==> src/rtl/rv_pipe_pkg.sv <==
// Shared definitions for the RISC-V pipeline MEM stage: access FSM states,
// the datapath width and the memory-operation encoding seen on dmem_we.
package rv_pipe_pkg;

  localparam int XLEN = 32;

  typedef enum logic [1:0] {
    IDLE = 2'd0,
    REQ  = 2'd1,
    DONE = 2'd2
  } mem_state_t;

  localparam logic MEM_OP_READ  = 1'b0;
  localparam logic MEM_OP_WRITE = 1'b1;

endpackage

==> src/rtl/mem_stage_ctrl_sat_counter.sv <==
// Saturating up-counter with synchronous clear. Clear has priority over
// increment; once the count reaches all-ones it holds there.
module sat_counter #(
  parameter int W = 16
) (
  input  logic         clk,
  input  logic         rst_n,
  input  logic         clr_i,
  input  logic         inc_i,
  output logic [W-1:0] cnt_o
);

  logic [W-1:0] cnt_q;

  // Count register: clear, saturating increment, or hold.
  always_ff @(posedge clk or negedge rst_n) begin
    if (!rst_n) begin
      cnt_q <= '0;
    end else if (clr_i) begin
      cnt_q <= '0;
    end else if (inc_i && (cnt_q != {W{1'b1}})) begin
      cnt_q <= cnt_q + W'(1);
    end else begin
      cnt_q <= cnt_q;
    end
  end

  assign cnt_o = cnt_q;

endmodule

==> src/rtl/mem_stage_ctrl.sv <==
// MEM-stage sequencer: issues one req/ack access per EX/MEM load or store,
// stalls the front of the pipeline until the access completes, and resolves
// the branch decision into pc_src/flush.
// Optional build macro MEM_TIMEOUT_EN: aborts an access that waits TIMEOUT
// REQ cycles without an ack and raises the sticky mem_err flag.
module mem_stage_ctrl
  import rv_pipe_pkg::*;
#(
  parameter int ADDR_W  = 32,
  parameter int DATA_W  = 32,
  parameter int TIMEOUT = 255,
  parameter int CNT_W   = 16
) (
  input  logic              clock,
  input  logic              reset,
  input  logic              branch,
  input  logic              zero,
  input  logic              memread,
  input  logic              memwrite,
  input  logic [XLEN-1:0]   alu_result,
  input  logic [DATA_W-1:0] rdata2out,
  output logic              dmem_req,
  output logic              dmem_we,
  output logic [ADDR_W-1:0] dmem_addr,
  output logic [DATA_W-1:0] dmem_wdata,
  input  logic              dmem_ack,
  input  logic [DATA_W-1:0] dmem_rdata,
  output logic              stall,
  output logic              pc_src,
  output logic              flush,
  output logic [DATA_W-1:0] load_data,
  output logic              load_valid,
  output logic              mem_err,
  output logic [CNT_W-1:0]  stall_cnt
);

  mem_state_t        state_q, state_d;
  logic              dmem_req_q, dmem_req_d;
  logic              dmem_we_q, dmem_we_d;
  logic [ADDR_W-1:0] dmem_addr_q, dmem_addr_d;
  logic [DATA_W-1:0] dmem_wdata_q, dmem_wdata_d;
  logic [DATA_W-1:0] load_data_q, load_data_d;
  logic              load_valid_q, load_valid_d;
  logic              mem_err_q, mem_err_d;
  logic              access_s;
  logic              stall_s;
  logic              timeout_s;

  assign access_s = memread | memwrite;
  // Stall while an access is being launched and for every cycle it is in flight;
  // DONE releases the pipeline so the instruction leaves EX/MEM exactly once.
  assign stall_s  = ((state_q == IDLE) && access_s) || (state_q == REQ);

`ifdef MEM_TIMEOUT_EN
  localparam int TO_W = (TIMEOUT < 1) ? 1 : $clog2(TIMEOUT + 1);

  logic [TO_W-1:0] to_cnt_s;
  logic            to_clr_s;
  logic            to_inc_s;

  assign to_clr_s  = (state_q == IDLE) && access_s;
  assign to_inc_s  = (state_q == REQ);

  sat_counter #(.W(TO_W)) u_timeout_cnt (
    .clk   (clock),
    .rst_n (reset),
    .clr_i (to_clr_s),
    .inc_i (to_inc_s),
    .cnt_o (to_cnt_s)
  );

  // The count reaches TIMEOUT on the edge that closes the TIMEOUT-th REQ cycle.
  assign timeout_s = (state_q == REQ) && (to_cnt_s == TO_W'(TIMEOUT - 1));
`else
  logic [31:0] unused_timeout_s;
  assign unused_timeout_s = 32'(TIMEOUT);
  assign timeout_s        = 1'b0;
`endif

  sat_counter #(.W(CNT_W)) u_stall_cnt (
    .clk   (clock),
    .rst_n (reset),
    .clr_i (1'b0),
    .inc_i (stall_s),
    .cnt_o (stall_cnt)
  );

  // Next-state and next-output decode for the access sequencer.
  always_comb begin
    state_d      = state_q;
    dmem_req_d   = dmem_req_q;
    dmem_we_d    = dmem_we_q;
    dmem_addr_d  = dmem_addr_q;
    dmem_wdata_d = dmem_wdata_q;
    load_data_d  = load_data_q;
    load_valid_d = 1'b0;
    mem_err_d    = mem_err_q;
    case (state_q)
      IDLE: begin
        if (access_s) begin
          state_d      = REQ;
          dmem_req_d   = 1'b1;
          dmem_we_d    = memwrite ? MEM_OP_WRITE : MEM_OP_READ;
          dmem_addr_d  = alu_result[ADDR_W-1:0];
          dmem_wdata_d = rdata2out;
        end else begin
          state_d = IDLE;
        end
      end
      REQ: begin
        if (dmem_ack) begin
          state_d    = DONE;
          dmem_req_d = 1'b0;
          if (dmem_we_q == MEM_OP_READ) begin
            load_data_d  = dmem_rdata;
            load_valid_d = 1'b1;
          end else begin
            load_valid_d = 1'b0;
          end
        end else if (timeout_s) begin
          state_d    = DONE;
          dmem_req_d = 1'b0;
          mem_err_d  = 1'b1;
          if (dmem_we_q == MEM_OP_READ) begin
            load_data_d  = '0;
            load_valid_d = 1'b1;
          end else begin
            load_valid_d = 1'b0;
          end
        end else begin
          state_d = REQ;
        end
      end
      DONE: begin
        state_d = IDLE;
      end
      default: begin
        state_d    = IDLE;
        dmem_req_d = 1'b0;
      end
    endcase
  end

  // State and registered memory-interface outputs.
  always_ff @(posedge clock or negedge reset) begin
    if (!reset) begin
      state_q      <= IDLE;
      dmem_req_q   <= 1'b0;
      dmem_we_q    <= 1'b0;
      dmem_addr_q  <= '0;
      dmem_wdata_q <= '0;
      load_data_q  <= '0;
      load_valid_q <= 1'b0;
      mem_err_q    <= 1'b0;
    end else begin
      state_q      <= state_d;
      dmem_req_q   <= dmem_req_d;
      dmem_we_q    <= dmem_we_d;
      dmem_addr_q  <= dmem_addr_d;
      dmem_wdata_q <= dmem_wdata_d;
      load_data_q  <= load_data_d;
      load_valid_q <= load_valid_d;
      mem_err_q    <= mem_err_d;
    end
  end

  assign dmem_req   = dmem_req_q;
  assign dmem_we    = dmem_we_q;
  assign dmem_addr  = dmem_addr_q;
  assign dmem_wdata = dmem_wdata_q;
  assign load_data  = load_data_q;
  assign load_valid = load_valid_q;
  assign mem_err    = mem_err_q;
  assign stall      = stall_s;
  assign pc_src     = branch & zero;
  assign flush      = (branch & zero) & ~stall_s;

endmodule

==> config.mk <==
export PLATFORM = sky130hd
export DESIGN_NAME = mem_stage_ctrl
export DESIGN_NICKNAME = d
export VERILOG_FILES = /design/src/rtl/rv_pipe_pkg.sv /design/src/rtl/mem_stage_ctrl_sat_counter.sv /design/src/rtl/mem_stage_ctrl.sv
export SDC_FILE = /design/constraint.sdc
export NUM_CORES = 1
export LEC_CHECK = 0
export BUFFER_PORTS_ARGS = -buffer_cell sky130_fd_sc_hd__buf_2
export CAP_MARGIN = 30
export CORE_MARGIN = 5
export CORE_UTILIZATION = 46
export DETAILED_ROUTE_END_ITERATION = 7
export MAX_ROUTING_LAYER = met4
export PLACE_DENSITY = 0.88
export SYNTH_ARGS = -nofsm -noshare
export SYNTH_HDL_FRONTEND = slang
export SYNTH_SLANG_ARGS = --single-unit
==> constraint.sdc <==
create_clock -name clock -period 1.93 [get_ports clock]
set_input_delay 0.386 -clock clock [delete_from_list [all_inputs] [get_ports clock]]
set_output_delay 0.386 -clock clock [all_outputs]
set_load 0.01 [all_outputs]
==> results.ini <==
[status]
status=complete, no violations

[pwr]
power.static_leakage_nw=3.15
p_sw_mw=3.72
combPwrFrac=0.349
pwr_density_cell_nw_per_um2=1790
switching_share=0.318
vdd_drop_max_uv=908
p_total_mw=11.7
p_clk_frac=0.283
seqPwrFrac=0.368
power.internal_mw=7.99

[detailed_routing]
avgViaCountPerCell=4.93
ant_nets=0
first_iter_violations=81
wl_per_cell_um=16.4
dr_total_vias=3338
drc=0
wl_mm=11.1
first_pass_iters=4

[setup_path]
cpPeakStageDelay_ns=0.40
critical_path.max_fanout=5
crit_arrival_ns=1.49
cp_slowest_cell=dfrtp_1
start_kind=flop
path_class=reg -> out
critPathCaptureType=primary output
critical_path.cell_chain=nor3_4 > nor2_4 > nor2b_1 > buf_2
crit_required_ns=1.54

[placement]
io_buffer_count=220
place.gp.congestion=0.806
dp_cells=640
dp_hpwl_mm=8.25

[logic_synthesis]
syn_inst=295
synthArstFlopShare=1.00
synth_edf_count=0
avgSynthCellArea_sq_um=15.4
synth_seq_area_share=0.643
ys_ff_latch=117
netlist_area_sq_um=4550
ys.flop_type=dfrtp_1
synthesis.nets=399
yosysWarnings=0
ys_types=33

[sta]
setup_viol=0
fin_crit_ns=1.87
hold-worst-slack_ns=0.0852
slew_violations=0
fin_crit_sh=0.971
rsz0062_at_grt=true
hold_viol=0
fmax_mhz=534
tns_ns=0
skew_ns=0.00546

[clock_tree]
clk_pin_slew_worst_paths_ns=0.06
cts_tree=done
worstSkewPairLatency_ns=0.51
htreeDepth=4
clkSinkCount=117
cts_buffer_depth=2
cts_root_buffer=clkbuf_8
cts_buffers=17

[floorplanning]
start_util=0.468
fp.dieArea_sq_um=12000
placementRows=36
chipWidth_um=109
top_level_ports=222
core_sq_um=9730
die_h_um=109

[final_layout]
fill_cells=712
stdcell_count=677
final_cell_mix=219 x buf_2, 117 x dfrtp_1, 80 x mux2_2, 16 x mux2_1, 16 x clkbuf_16
drive_gt1_frac=0.642
diodes=0
layout.nets=635
syn2layout_area_growth_pct=43.7
final_common_cell=buf_2

[global_route]
grt_use_total=0.189
antenna_found_initial=0
first_global_vias=3515
overflow=0
grt_max_degree=67
grt_pass1_wl_mm=16.6

[run]
cap_violations=0

[min_path]
hold_path.class=in -> reg

## area by class of cell
| type | instances | area (sq um) | share of cell area |
|---|---|---|---|
| Clock inverter | 11 | 173 | 0.0264 |
| Inverter | 1 | 3.75 | 0.000574 |
| Clock buffer | 21 | 469 | 0.0717 |
| Multi-Input combinational cell | 163 | 1580 | 0.241 |
| Timing Repair Buffer | 231 | 1230 | 0.187 |
| Sequential cell | 117 | 2930 | 0.448 |
| Tap cell | 133 | 166 | 0.0254 |
## cells in the mapped netlist, types with 3 or more instances
cell	count	area share
nor2_1	6	0.0049
dfrtp_1	117	0.64
and3_1	3	0.0041
xor2_1	6	0.012
mux2_2	80	0.20
buf_2	10	0.011
nor3_1	5	0.0055
mux2_1	16	0.040
o211ai_1	4	0.0066
nand4_1	6	0.0082
xnor2_1	9	0.017
o21a_1	3	0.0049
nand2_1	4	0.0033
## final timing paths
check	from	endpoint	slack, ns	cells after the start
max	state_q[0]	flush	0.06	4
min	dmem_rdata[14]	load_data[14]	0.09	2
max reg2reg	state_q[0]	dmem_addr[30]	0.12	5
min reg2reg	dmem_wdata[25]	dmem_wdata[25]	0.48	1
max in group asynchronous	reset	load_data[4]	0.89	3
min in group asynchronous	reset	dmem_addr[18]	0.34	2
## critical path: cells and delay by family, from the launching register on
kind | cells | cell delay (ns)
flops | 1 | 0.40
simple gates | 3 | 0.45
buf+inv | 1 | 0.13
## registers in the layout (all words and copies together) (netlist names)
register,cells
dmem_we,1
state_q,2
dmem_req,1
dmem_wdata,32
load_valid,1
dmem_addr,32
u_stall_cnt.cnt_o,16
load_data,32
## per-stage QoR
step	area [sq um]	setup slack [ns]	utilization
4_1_cts	6510	0.0407	0.669
6_report	6540	0.0568	0.672
5_1_grt	6540	-0.0198	0.672
3_3_place_gp	5840	0.262	0.600
2_1_floorplan	4550	0.219	-
3_5_place_dp	5840	0.213	0.600
## power by group through the flow
| stage | Combinational (mW) | Clock, mW | Sequential (mW) |
|---|---|---|---|
| floorplan | 1.74 | 0 | 4.83 |
| global placement | 3.94 | 0 | 4.22 |
| detailed placement | 4.09 | 0 | 4.34 |
| CTS | 4.10 | 3.37 | 4.33 |
| global route | 4.41 | 3.49 | 4.46 |
| finish | 4.09 | 3.32 | 4.31 |
## cells by family after synthesis
logic type | after synthesis | synth area share
DFF | 117 | 0.643
muxes | 97 | 0.241
and+or+nand+nor | 37 | 0.0473
xor gates and xnor gates | 15 | 0.0289
buffers and inverters | 15 | 0.0162
AOI/OAI and AO/OA | 12 | 0.0201
adders and majority gates | 1 | 0.00275
other | 1 | 0.000824
## routing by layer
layer  wire [um]  track usage
met1        4050        0.209
met2        6020        0.320
met3         854       0.0552
met4         159       0.0757
met5           0            -
## what timing repair did
action,CTS,global route
gates cloned,0,0
buffers inserted,0,4
resized for setup,3,1
pin swaps,1,2
hold buffers,1,0
hold endpoints to repair,29,0
endpoints found under the setup margin,2,2
Note: power is estimated with default switching activity, not from simulation.
